===== config.mk =====
export PLATFORM = sky130hd
export DESIGN_NAME = adder_30
export DESIGN_NICKNAME = d
export VERILOG_FILES = /design/src/rtl/adder_30_pkg.sv /design/src/rtl/adder_30_pg_cell.sv /design/src/rtl/adder_30.sv
export SDC_FILE = /design/constraint.sdc
export NUM_CORES = 1
export LEC_CHECK = 0
export ABC_AREA = 1
export CAP_MARGIN = 20
export CORE_MARGIN = 8
export CORE_UTILIZATION = 30
export DETAILED_ROUTE_END_ITERATION = 8
export MAX_ROUTING_LAYER = met4
export PLACE_DENSITY = 0.53
export SLEW_MARGIN = 10
export SYNTH_ARGS = -nofsm -noshare
export SYNTH_HDL_FRONTEND = slang
export SYNTH_SLANG_ARGS = --single-unit
export TNS_END_PERCENT = 20

===== constraint.sdc =====
create_clock -name clk -period 0.8 [get_ports clk]
set_input_delay 0.16 -clock clk [delete_from_list [all_inputs] [get_ports clk]]
set_output_delay 0.16 -clock clk [all_outputs]
set_load 0.01 [all_outputs]

===== src/rtl/adder_30_pkg.sv =====
// adder_30_pkg -- constants and types shared by the adder_30 slice.
//   WIDTH         operand/result width (fixed at 30)
//   PREFIX_LEVELS Kogge-Stone prefix depth, ceil(log2(WIDTH))
//   word_t        one operand/result word
package adder_30_pkg;

    localparam int unsigned WIDTH         = 30;
    localparam int unsigned PREFIX_LEVELS = 5;

    typedef logic [WIDTH-1:0] word_t;

endpackage


===== src/rtl/adder_30_pg_cell.sv =====
// adder_30_pg_cell -- Kogge-Stone prefix operator.
// Merges a higher group (gh, ph) with the adjacent lower group (gl, pl)
// into one wider group (g, p).
//   gh, ph  generate/propagate of the higher-order group
//   gl, pl  generate/propagate of the lower-order group
//   g, p    generate/propagate of the merged group
module adder_30_pg_cell (
    input  logic gh,
    input  logic ph,
    input  logic gl,
    input  logic pl,
    output logic g,
    output logic p
);

    always_comb begin
        g = gh | (ph & gl);
        p = ph & pl;
    end

endmodule


===== src/rtl/adder_30.sv =====
// adder_30 -- registered 30-bit adder, C = (A + B) mod 2^WIDTH.
// Carries come from a Kogge-Stone parallel-prefix network; there is no
// carry-out, no overflow flag and no saturation, so signed and unsigned
// operands give the same bits.
//   clk    rising-edge clock
//   rst_n  asynchronous active-low reset, clears all registers
//   A, B   operands
//   C      registered sum
// Build option ADDER_30_INREG_EN: registers A and B ahead of the prefix
// network (latency 2 instead of 1).
module adder_30 #(
    parameter int unsigned WIDTH = adder_30_pkg::WIDTH
) (
    input  logic             clk,
    input  logic             rst_n,
    input  logic [WIDTH-1:0] A,
    input  logic [WIDTH-1:0] B,
    output logic [WIDTH-1:0] C
);

    import adder_30_pkg::PREFIX_LEVELS;

    logic [WIDTH-1:0] op_a;
    logic [WIDTH-1:0] op_b;

`ifdef ADDER_30_INREG_EN
    logic [WIDTH-1:0] a_d;
    logic [WIDTH-1:0] a_q;
    logic [WIDTH-1:0] b_d;
    logic [WIDTH-1:0] b_q;

    always_comb begin
        a_d = A;
        b_d = B;
    end

    always_ff @(posedge clk or negedge rst_n) begin
        if (!rst_n) begin
            a_q <= '0;
            b_q <= '0;
        end else begin
            a_q <= a_d;
            b_q <= b_d;
        end
    end

    always_comb begin
        op_a = a_q;
        op_b = b_q;
    end
`else
    always_comb begin
        op_a = A;
        op_b = B;
    end
`endif

    // Level 0 holds bitwise generate/propagate; level l merges groups that
    // are 2^(l-1) bits apart. Bits below the span already reach bit 0 and
    // pass through unchanged. After the last level lvl[..].g[i] is the
    // carry out of bit i.
    for (genvar l = 0; l <= PREFIX_LEVELS; l++) begin : lvl
        logic [WIDTH-1:0] g;
        logic [WIDTH-1:0] p;

        if (l == 0) begin : g_init
            always_comb begin
                g = op_a & op_b;
                p = op_a ^ op_b;
            end
        end else begin : g_merge
            localparam int unsigned SPAN = 1 << (l - 1);

            for (genvar i = 0; i < WIDTH; i++) begin : bit_g
                if (i >= SPAN) begin : g_cell
                    adder_30_pg_cell u_cell (
                        .gh (lvl[l-1].g[i]),
                        .ph (lvl[l-1].p[i]),
                        .gl (lvl[l-1].g[i-SPAN]),
                        .pl (lvl[l-1].p[i-SPAN]),
                        .g  (g[i]),
                        .p  (p[i])
                    );
                end else begin : g_pass
                    assign g[i] = lvl[l-1].g[i];
                    assign p[i] = lvl[l-1].p[i];
                end
            end
        end
    end

    // The top carry and the final group propagates have no consumer
    // because the sum wraps.
    logic             carry_out_unused;
    logic [WIDTH-1:0] prop_unused;

    always_comb begin
        carry_out_unused = lvl[PREFIX_LEVELS].g[WIDTH-1];
        prop_unused      = lvl[PREFIX_LEVELS].p;
    end

    logic [WIDTH-1:0] carry;
    logic [WIDTH-1:0] c_d;
    logic [WIDTH-1:0] c_q;

    always_comb begin
        carry = {lvl[PREFIX_LEVELS].g[WIDTH-2:0], 1'b0};
        c_d   = lvl[0].p ^ carry;
    end

    always_ff @(posedge clk or negedge rst_n) begin
        if (!rst_n) begin
            c_q <= '0;
        end else begin
            c_q <= c_d;
        end
    end

    always_comb begin
        C = c_q;
    end

endmodule


==> results.md, run 1 <==
- At the worst endpoint, the required time is 0.99 ns.
- In the synthesized netlist, the number of instances is 466.
- The sum of net half-perimeters after detailed placement is 8380 um.
- The worst setup path is of the in -> reg kind.
- The total power is 7.43 mW.
- The max capacitance violation total is 0.
- The Yosys warning count is 0.
- The min-delay analysis places its worst path in the category in -> reg.
- Once the floorplan was initialized, standard cells occupied 30.3% of the core.
- The worst slew slack as a fraction of its limit is 81.9%.
- The die outline area is 0.0130 mm^2.
- Entering global routing, the biggest net connects 31 pins.
- The clock root buffer is sky130_fd_sc_hd__clkbuf_8.
- In this run the worst setup path begins at B[0].
- The first routing iteration left 101 violations.
- The worst setup path is launched from a primary input.
- The number of flip-flops in the largest register is 30.
- Data arrives at the worst endpoint at 1.46 ns.
- The slew at the pin closest to its max-slew limit is 0.271 ns.
- The net count after synthesis is 558.
- The routability congestion estimate from global placement is 0.893.
- Setup repair after global routing could not meet its margin everywhere.
- After layout, the worst path uses 158% of the clock period.
- The overall die height is 114 um.
- Final hold analysis gives a worst-case slack of 0.0806 ns.
- The largest fanout on the critical path is 4.
- In this run the most critical hold path is launched from A[0].
- The number of buffers inserted by port buffering is 91.
- The maximum number of buffers from clock root to sink is 2.
- Setup violations remaining at the end of the flow were counted as 58.
- The number of CTS-inserted buffers is 5.
- The clock drives 30 sinks.
- The post-layout net count is 729.
- Across all setup checks in the final design, the least slack found is -0.467 ns.
- The count of hold buffers inserted by post-cts repair is 0.
- STA classifies the critical path endpoint as a register.
- The number of antenna violations at the first check in global routing was 0.
- Of the cells placed in the final design, the portion with a size suffix greater than 1 is 61.3%.
- The area of the placeable core is 0.00955 mm^2.
- The leakage power of the design is 2.98 nW.
- The number of endpoints with negative hold slack in the final report is 0.
- The global-route wire length before repair is 17700 um.
- Dividing the detail-routed via count by the number of cells gives 4.50.
- The synthesized netlist occupies a cell area of 0.00289 mm^2.
- The via count of the first global-routing pass is 3607.
- The count of cell types in the netlist is 21.
- The routed layout has 3473 vias.
- The number of levels in the clock H-tree is 2.
- The flow ran to the end, but the final reports show violations.
- The highest ir drop seen on vdd is 0.000762 V.
- Counting flops and latches in the post-synthesis netlist gives 30.
- For this run, design rule violations remaining after detail routing come to 0.
- 92 I/O pins were placed.
- The TritonCTS clock tree is done.
- The total congestion overflow after global routing is 0.
- The row count is 36.
- The fmax is 789 MHz.
- The final wirelength is 11400 um.
- The cell total after placement is 739.
- The antenna diode instance count is 0.
- The final count of pins violating max slew came to 0.
- The filler-free cell count of the finished design is 771.
- The area growth from synthesis to layout is 97.5%.
- The mean routed wirelength per cell is 14.8 um.
- The checks that failed: negative setup slack.
- The clock-pin slew on the worst setup and hold paths is 0.07 ns.
- The total routing usage reported by global routing is 17.6%.
- The remaining antenna violation count is 0.
- The routed design could run at a clock period as short as 1.27 ns.
- In this run the power density over the cells is 1300 mW/mm^2.
- The first detailed-routing pass ran for 4 iterations.
- The post-synthesis area per instance is 6.20 um^2.
- The width of the die is 114 um.
- The share of the Yosys chip area taken by registers is 26.0%.
-- synthesized netlist by cell type --
cell / instances / area share, %
sky130_fd_sc_hd__nand2_1: 187 / 24
sky130_fd_sc_hd__inv_1: 86 / 11
sky130_fd_sc_hd__nor2_1: 41 / 5.3
sky130_fd_sc_hd__dfrtp_1: 30 / 26
sky130_fd_sc_hd__ha_1: 29 / 13
sky130_fd_sc_hd__nand3_1: 28 / 4.8
sky130_fd_sc_hd__a21oi_1: 18 / 3.1
sky130_fd_sc_hd__xor2_1: 15 / 4.5
sky130_fd_sc_hd__nand2_2: 7 / 1.5
sky130_fd_sc_hd__nand4_1: 5 / 1.1
sky130_fd_sc_hd__o21bai_1: 5 / 1.3
sky130_fd_sc_hd__nor3_1: 4 / 0.69
sky130_fd_sc_hd__and2_1: 2 / 0.43
sky130_fd_sc_hd__nand3_2: 2 / 0.69
sky130_fd_sc_hd__a21o_1: 1 / 0.26
sky130_fd_sc_hd__a21oi_2: 1 / 0.30
sky130_fd_sc_hd__fa_1: 1 / 0.69
sky130_fd_sc_hd__nor2_4: 1 / 0.39
sky130_fd_sc_hd__nor3_2: 1 / 0.35
sky130_fd_sc_hd__o21ai_0: 1 / 0.17
sky130_fd_sc_hd__xnor2_1: 1 / 0.30
-- kinds of logic (layout without fill, tap and decap cells) --
logic type,count (synthesis),after routing,synth area share [%]
AO/OA/AOI/OAI,26,26,5.15
XOR/XNOR,16,16,4.85
adder cells (fa/ha/maj),30,30,13.2
buffers and inverters,86,258,11.2
flip-flops,30,30,26.0
AND/OR/NAND/NOR,278,278,39.6
-- layer usage --
layer  vias to the layer above  part of all wire (%)  track usage (%)
met3                        18                   4.0             2.27
li1                       1764                     -                -
met4                         0                   1.7             5.06
met2                        53                    54             31.5
met1                      1638                    40             20.0
met5                         -                     0                -
-- area by class of cell --
class                      count  area [um^2]
fill                         868         3840
multi-input combinational    350         3100
timing repair buffer         164         1260
sequential                    30          751
inverter                      86          335
tap                          133          166
clock buffer                   7         86.3
clock inverter                 1         5.00
-- critical path: stages --
cell and delay [ns]:
sky130_fd_sc_hd__buf_6 0.10, sky130_fd_sc_hd__ha_4 0.15, sky130_fd_sc_hd__fa_2 0.40, sky130_fd_sc_hd__nand3_4 0.11
sky130_fd_sc_hd__nand3_4 0.10, sky130_fd_sc_hd__nand2_2 0.10, sky130_fd_sc_hd__nand2_4 0.07, sky130_fd_sc_hd__nand3_2 0.09
sky130_fd_sc_hd__nand3_2 0.07, sky130_fd_sc_hd__nand2_1 0.07, sky130_fd_sc_hd__nand2_1 0.04
-- through the flow --
step	util (%)	setup WS, ns	TNS [ns]	instance area, um^2
6_report	59.8	-0.467	-13.39	5710
5_1_grt	59.8	-0.555	-15.74	5710
4_1_cts	54.5	-0.458	-14.20	5200
3_5_place_dp	46.0	-1.23	-37.30	4390
3_3_place_gp	46.0	-1.22	-36.63	4390
2_1_floorplan	-	-0.577	-13.03	2940
-- report_power, final --
group / total (mW) / internal (mW) / leakage, nW / switching [mW]
clock: 1.36 / 0.695 / 0.0482 / 0.661
sequential: 1.89 / 1.81 / 0.354 / 0.0851
combinational: 4.18 / 1.98 / 2.57 / 2.20
-- cell usage in the layout (no fill, tap or decap), types with 4 or more instances in the layout --
master and n:
sky130_fd_sc_hd__o21bai_1 4, sky130_fd_sc_hd__nor2_2 12, sky130_fd_sc_hd__nand4_1 5, sky130_fd_sc_hd__buf_2 36, sky130_fd_sc_hd__nand3_1 12, sky130_fd_sc_hd__nor2_1 17, sky130_fd_sc_hd__nor2_4 13, sky130_fd_sc_hd__a21oi_2 9
sky130_fd_sc_hd__clkbuf_2 21, sky130_fd_sc_hd__buf_6 39, sky130_fd_sc_hd__nand2_1 87, sky130_fd_sc_hd__ha_4 29, sky130_fd_sc_hd__clkbuf_8 6, sky130_fd_sc_hd__xor2_1 14, sky130_fd_sc_hd__nand2_2 62, sky130_fd_sc_hd__inv_4 5
sky130_fd_sc_hd__nand3_2 11, sky130_fd_sc_hd__nand3_4 7, sky130_fd_sc_hd__inv_1 64, sky130_fd_sc_hd__nand2_4 43, sky130_fd_sc_hd__inv_2 17, sky130_fd_sc_hd__dfrtp_1 30, sky130_fd_sc_hd__a21oi_4 8, sky130_fd_sc_hd__buf_4 61
-- timing repair --
item / CTS / global route
pin swaps: 107 / 116
setup endpoints to repair: 59 / 58
buffers inserted: 19 / 5
resized for setup: 460 / 201
-- worst paths after layout --
| kind | cells past startpoint | end |
|---|---|---|
| min in group asynchronous | 2 | C[4] |
| worst min-delay path | 2 | C[0] |
| worst max-delay path | 11 | C[24] |
| max in group asynchronous | 2 | C[27] |
No activity file was read; power rests on OpenSTA's default activity.
==> run 2, diff against run 1 <==
- CORE_UTILIZATION: 30 -> 38
- PLACE_DENSITY: 0.53 -> 0.65
==> run 2 against run 1 <==
The run still ends with negative setup slack left. Final cell count fell by 5.6%. Clock-buffer cell count unchanged. Combinational power decreased by 4%. Sequential power hardly changed. Power down 2.1%. Via count grew 0.72%. Die area is 18% lower. Sequential share of layout area grew 0.71 points. Fmax about the same. First-iteration DRC count up 32%. Largest power group unchanged. Hold slack improved by 0.015 ns.
==> results.md, run 2 (synthesis results as in run 1) <==
- The run finished, with violations left.
- The final reports fail on negative setup slack.
- The power per cell area is 1340 mW/mm^2 (+3.2%).
- The worst setup path category is in -> reg.
- The share of power burned in registers came to 26.4% (+0.9 points).
- The number of flip-flops in the largest register was 30 (unchanged).
- The count of hold buffers inserted by post-cts repair came to 0 (unchanged).
- The fraction of final layout cells with drive strength greater than 1 is 53.2% (-8.1 points).
- The final count of pins violating max slew came to 0 (unchanged).
- The data arrival time of the critical path was 1.44 ns (-0.02 ns).
- The total number of clock tree sinks is 30 (unchanged).
- The remaining routing DRC violations is 0 (unchanged).
- The overall die height is 103 um (-9.6%).
- The shortest period the worst path allows came to 1.27 ns (-0.000918 ns).
- The global-route wire length before repair is 17700 um (-0.15%).
- The relative contribution of combinational cells to total power is 55.4% (-0.9 points).
- The antenna diode instance count is 0 (unchanged).
- The count of boundary I/O pins is 92 (unchanged).
- The required time at the endpoint of the critical path came to 0.97 ns (-0.02 ns).
- The area growth from synthesis to layout is 87.4%.
- The mean routed wirelength per cell came to 15.9 um (+7.3%).
- The cell total after placement was 704 (-4.7%).
- The cell depth of the worst hold path is 2 (unchanged).
- The number of buffers inserted by port buffering is 91 (unchanged).
- The leakage power of the design came to 2.84 nW (-4.7%).
- The final wirelength is 11600 um (+1.3%).
- The share of the clock period used by the worst path after layout is 158% (about the same).
- The total congestion overflow after global routing is 0 (unchanged).
- The internal portion of total power is 4.41 mW (-1.6%).
- The slew at the pin closest to its max-slew limit is 0.331 ns (+0.0599 ns).
- Leaving out fill and tap cells, the most frequent cell in the layout is sky130_fd_sc_hd__nand2_1.
- The via count of the first global-routing pass came to 3697 (+2.5%).
- The launch point of the worst path is A[25].
- The hold path endpoint is C[0].
- The width of the die is 103 um (-9.6%).
- Traced cell by cell, the critical path runs through dlygate4sd2_1 > ha_4 > nand2_1 > nor2_2 > nand2_1 > nor2_1 > nand2_2 > nand3_1 > nand2_1.
- The number of levels in the clock H-tree came to 2 (unchanged).
- Setup repair after global routing could not meet its margin everywhere.
- The number of vias after detailed routing came to 3498 (+0.72%).
- The die outline area is 0.0107 mm^2 (-18%).
- The setup slack at placement is -1.19 ns (+0.0421 ns).
- The start point of the worst min-delay path is A[0].
- The fmax is 790 MHz (about the same).
- The startpoint class of the critical path is a primary input.
- The largest stage delay on the critical path was 0.31 ns (-0.09 ns).
- The sum of net half-perimeters after detailed placement came to 7990 um (-4.7%).
- The routability congestion estimate from global placement is 0.940 (+5.3%).
- The iteration count of the initial detailed-routing pass came to 4 (unchanged).
- The total routing usage reported by global routing was 21.8% (+4.2 points).
- The highest-delay cell along the critical path is sky130_fd_sc_hd__ha_4.
- The row count was 32 (-11%).
- The number of antenna violations at the first check in global routing is 0 (unchanged).
- The setup TNS was -14.14 ns (-0.746 ns).
- The critical path endpoint category is a register.
- The remaining antenna violation count is 0 (unchanged).
- The highest ir drop seen on vdd was 0.000806 V (+5.8%).
- The pin count of the biggest net entering global routing is 31 (unchanged).
- The total power is 7.27 mW (-2.1%).
- The violation count after the first detailed-route iteration was 133 (+32%).
- The maximum number of buffers from clock root to sink is 2 (unchanged).
- The number of CTS-inserted buffers is 5 (unchanged).
- In the layout the commonest cells are sky130_fd_sc_hd__nand2_1 (110), sky130_fd_sc_hd__inv_1 (70), sky130_fd_sc_hd__nand2_2 (54), sky130_fd_sc_hd__buf_4 (54), sky130_fd_sc_hd__buf_2 (38).
- The clock root buffer is sky130_fd_sc_hd__clkbuf_8.
- The worst slew slack as a fraction of its limit was 77.7% (-4.2 points).
- TritonCTS built the clock tree.
- The clock-pin slew on the worst setup and hold paths came to 0.06 ns (about the same).
- The area of the placeable core came to 0.00753 mm^2 (-21%).
- The proportion of total power due to net switching is 39.3% (-0.30 points).
- The starting utilization of the core area is 38.4% (+8.1 points).
- The post-layout net count came to 717 (-1.6%).
- The mean number of vias per cell is 4.80 (+6.7%).
- The setup-violating endpoint count in the final report is 58 (unchanged).
- The class of the most critical hold timing path is in -> reg.
- The switching power total is 2.86 mW (-2.8%).
- The clock network fraction of design power came to 18.2% (about the same).
- The final worst-path setup slack is -0.466 ns (+0.000918 ns).
- The number of endpoints with negative hold slack in the final report is 0 (unchanged).
- The max capacitance violation total is 0 (unchanged).
- The most frequent cell on the critical path is sky130_fd_sc_hd__nand2_1.
- The filler-free cell count of the finished design was 728 (-5.6%).
- The largest fanout on the critical path is 4 (unchanged).
-- run 2: cell count changes in the layout (fill, tap and decap cells not counted), sizes merged --
cell	previous run	this run
dlygate4sd2	0	9
clkbuf	28	15
clkdlybuf4s15	3	9
buf	137	123
-- run 2: final cells by class --
class                      instances  area, um^2
timing repair buffer             152        1190
tap                              102         128
inverter                          86         333
clock inverter                     1        5.00
fill                             584        2110
multi-input combinational        350        2920
clock buffer                       7        86.3
sequential                        30         751
-- run 2: power by group through the flow --
stage               Combinational (mW)  Clock (mW)  Sequential (mW)
detailed placement                3.05           0             1.93
global route                      4.33        1.41             1.95
finish                            4.03        1.33             1.92
floorplan                         1.25           0             2.08
CTS                               3.68        1.35             1.90
global placement                  3.03           0             1.92
-- run 2: what timing repair did --
| action | 4_1_cts | 5_1_grt |
|---|---|---|
| endpoints found under the setup margin | 59 | 58 |
| buffers inserted | 17 | 0 |
| gates resized for setup | 498 | 71 |
| pin swaps | 110 | 36 |
-- run 2: per-stage QoR --
step	cell area, um^2	hold WS, ns	utilization, %
after floorplan	2940	-0.136	-
after global placement	4320	0.544	57.4
after detailed placement	4320	0.550	57.4
after CTS	5230	0.0932	69.4
after global routing	5420	0.0995	72.0
final	5420	0.0961	72.0
-- run 2: worst max path at each step --
stage / end / slack (ns)
finish: C[27] / -0.47
global route: C[27] / -0.54
CTS: C[14] / -0.45
detailed placement: C[28] / -1.19
global placement: C[28] / -1.15
floorplan: C[14] / -0.58
-- run 2: critical path, delay by kind of cell --
kind | cells | cell delay [ns]
buffers and inverters | 1 | 0.27
AND/OR/NAND/NOR | 7 | 0.70
adder cells (fa/ha/maj) | 1 | 0.31
-- run 2: per-layer routing --
metal  wire length, um  GRT usage [%]
met5                 0              -
met4               220           5.56
met2              6060           38.3
met3               375           2.88
met1              4910           25.6
==> run 3, diff against run 2 <==
- PLACE_DENSITY: 0.65 -> 0.62
- SYNTH_HIERARCHICAL: unset -> 1
==> run 3 against run 2 <==
The flow still finishes with violations (negative setup slack). Hold slack better by 0.016 ns. Sequential share of layout area down 0.48 points. Via count up 7.3%. Cell area up 3.6%. First-iteration DRC count down 29%. Global-route usage down 2.5 points. Sequential power up 2%. Largest cell class unchanged. Largest power group unchanged. Highest routed layer unchanged.
==> results.md, run 3 <==
- The run finished, with violations left.
- The global-route wire length before repair is 17700 um (+0.27%).
- The peak-usage layer in the global routing report is met2.
- The net count after synthesis is 701 (+26%).
- The number of buffers inserted by port buffering is 91 (unchanged).
- The number of flip-flops in the largest register is 30 (unchanged).
- The fraction of final layout cells with drive strength greater than 1 is 51.2% (-2.0 points).
- The largest fanout on the critical path is 4 (unchanged).
- Setup repair after global routing could not meet its margin everywhere.
- The number of vias after detailed routing is 3754 (+7.3%).
- The met1 capacity usage during global routing is 22.6% (-3.0 points).
- The final wirelength is 10800 um (-6.2%).
- The iteration count of the initial detailed-routing pass came to 4 (unchanged).
- The post-layout net count is 863 (+20%).
- The number of filler instances in the final layout came to 817 (+40%).
- The cell count after synthesis is 610 (+31%).
- The setup-violating endpoint count in the final report is 58 (unchanged).
- The share of the clock period used by the worst path after layout is 141% (-17 points).
- The total number of clock tree sinks is 30 (unchanged).
- Leaving out fill and tap cells, the most frequent cell in the layout is sky130_fd_sc_hd__nand2_1.
- The final reports fail on negative setup slack.
- The number of antenna violations at the first check in global routing is 0 (unchanged).
- The fmax is 886 MHz (+12%).
- The count of boundary I/O pins is 92 (unchanged).
- The number of levels in the clock H-tree is 2 (unchanged).
- The final worst hold slack came to 0.112 ns (+0.0160 ns).
- The width of the die is 110 um (+6.1%).
- The Yosys warning count is 6 (+6).
- The final worst-path setup slack is -0.328 ns (+0.138 ns).
- The number of endpoints with negative hold slack in the final report is 0 (unchanged).
- In the layout the commonest cells are sky130_fd_sc_hd__nand2_1 (181), sky130_fd_sc_hd__inv_1 (135), sky130_fd_sc_hd__nand2_2 (129).
- The max capacitance violation total is 0 (unchanged).
- The worst setup path is captured at a register.
- The overall die height is 110 um (+6.1%).
- The routability congestion estimate from global placement was 0.906 (-3.7%).
- The met2 track demand over resource in global routing was 33.6% (-4.7 points).
- The final count of pins violating max slew is 0 (unchanged).
- The starting utilization of the core area came to 38.7% (+0.27 points).
- The clock-pin slew on the worst setup and hold paths is 0.07 ns (about the same).
- The highest ir drop seen on vdd is 0.000788 V (-2.2%).
- The post-synthesis area per instance is 5.45 um^2 (-12%).
- The total congestion overflow after global routing was 0 (unchanged).
- The mean number of vias per cell is 4.26 (-11%).
- The hold path endpoint is C[0].
- The start point of the worst min-delay path is A[0].
- The antenna diode instance count is 0 (unchanged).
- The slew at the pin closest to its max-slew limit is 0.201 ns (-0.130 ns).
- The cell depth of the worst hold path is 2 (unchanged).
- The setup TNS is -11.76 ns (+2.37 ns).
- The met3 usage in global routing is 2.64% (-0.24 points).
- The remaining antenna violation count is 0 (unchanged).
- The area of the placeable core is 0.00859 mm^2 (+14%).
- The data arrival time of the critical path is 1.31 ns (-0.13 ns).
- The count of hold buffers inserted by post-cts repair is 0 (unchanged).
- The power per cell area came to 1280 mW/mm^2 (-4.8%).
- The remaining routing DRC violations was 0 (unchanged).
- The pin count of the biggest net entering global routing was 31 (unchanged).
- The required time at the endpoint of the critical path is 0.98 ns (about the same).
- The number of CTS-inserted buffers is 5 (unchanged).
- The total routing usage reported by global routing is 19.3% (-2.5 points).
- The worst slew slack as a fraction of its limit is 86.6% (+8.9 points).
- The TritonCTS clock tree is done.
- The worst setup path category is in -> reg.
- The violation count after the first detailed-route iteration is 94 (-29%).
- The row count is 34 (+6.3%).
- The maximum number of buffers from clock root to sink was 2 (unchanged).
- The shortest period the worst path allows is 1.13 ns (-0.138 ns).
- The cell area after technology mapping is 0.00332 mm^2 (+15%).
- The clock root buffer is sky130_fd_sc_hd__clkbuf_8.
- The startpoint class of the critical path is a primary input.
- The die outline area came to 0.0120 mm^2 (+13%).
- The sum of net half-perimeters after detailed placement is 8690 um (+8.8%).
- The via count of the first global-routing pass is 3771 (+2.0%).
- The mean routed wirelength per cell is 12.3 um (-23%).
- The area growth from synthesis to layout is 68.9%.
- The class of the most critical hold timing path is in -> reg.
- The leakage power of the design is 3.46 nW (+22%).
-- run 3: cell count changes in the layout (fill, tap and decap cells not counted), moves of 13 or more --
cell,delta
sky130_fd_sc_hd__buf_6,+19
sky130_fd_sc_hd__nand2_1,+71
sky130_fd_sc_hd__inv_2,+54
sky130_fd_sc_hd__nor2_1,-21
sky130_fd_sc_hd__inv_1,+65
sky130_fd_sc_hd__nand3_2,-14
sky130_fd_sc_hd__xor2_1,+13
sky130_fd_sc_hd__nand2_2,+75
sky130_fd_sc_hd__nand2_4,-20
-- run 3: critical path: stages --
cell and delay (ns):
sky130_fd_sc_hd__buf_6 0.10, sky130_fd_sc_hd__ha_4 0.25, sky130_fd_sc_hd__nand2_2 0.07, sky130_fd_sc_hd__inv_2 0.05, sky130_fd_sc_hd__nand2_2 0.09, sky130_fd_sc_hd__nand2_4 0.06
sky130_fd_sc_hd__nand2_1 0.06, sky130_fd_sc_hd__nand2_1 0.07, sky130_fd_sc_hd__inv_1 0.06, sky130_fd_sc_hd__nand2_2 0.05, sky130_fd_sc_hd__buf_4 0.13, sky130_fd_sc_hd__xor2_1 0.15
-- run 3: stage by stage --
stage                     area (um^2)  power [mW]  setup slack [ns]  std cells  utilization, %
after floorplan                  3680        3.60            -0.435        610               -
after global placement           5080        5.49             -1.09        854            59.2
after detailed placement         5080        5.49             -1.10        854            59.2
after CTS                        5400        6.96            -0.333        880            62.9
after global routing             5610        7.71            -0.406        881            65.3
final                            5610        7.18            -0.328        881            65.3
-- run 3: layout make-up --
class | count | area [um^2] | share of cell area [%]
multi-input cells | 377 | 2580 | 46.0
repair buffers | 155 | 1290 | 23.0
inverters | 203 | 767 | 13.7
flip-flops and latches | 30 | 751 | 13.4
well taps | 108 | 135 | 2.41
clock buffers | 7 | 86.3 | 1.54
clock inverters | 1 | 5.00 | 0.0892
-- run 3: repair_timing --
| item | in CTS | in global routing |
|---|---|---|
| endpoints found under the setup margin | 59 | 58 |
| hold endpoints to repair | 0 | 0 |
| gates resized for setup | 524 | 91 |
| pin swaps | 127 | 95 |
| buffers inserted | 19 | 1 |
-- run 3: worst max-delay path by stage --
stage / slack, ns / endpoint / from / depth (start not counted)
6_report: -0.33 / C[10] / B[5] / 12
5_1_grt: -0.41 / C[26] / B[8] / 13
4_1_cts: -0.33 / C[29] / B[6] / 15
3_5_place_dp: -1.10 / C[22] / A[5] / 12
3_3_place_gp: -1.09 / C[22] / A[5] / 12
2_1_floorplan: -0.44 / C[29] / B[3] / 14
-- run 3: metal layers --
metal / up-vias / wire length, um
met3: 14 / 348
li1: 1993 / -
met4: 0 / 165
met2: 64 / 5480
met1: 1683 / 4850
met5: - / 0
-- run 3: power breakdown --
| part | total [mW] | switching [mW] | internal, mW | leakage (nW) |
|---|---|---|---|---|
| logic | 3.88 | 1.95 | 1.94 | 3.07 |
| clock network | 1.33 | 0.637 | 0.695 | 0.0482 |
| registers | 1.96 | 0.120 | 1.84 | 0.350 |
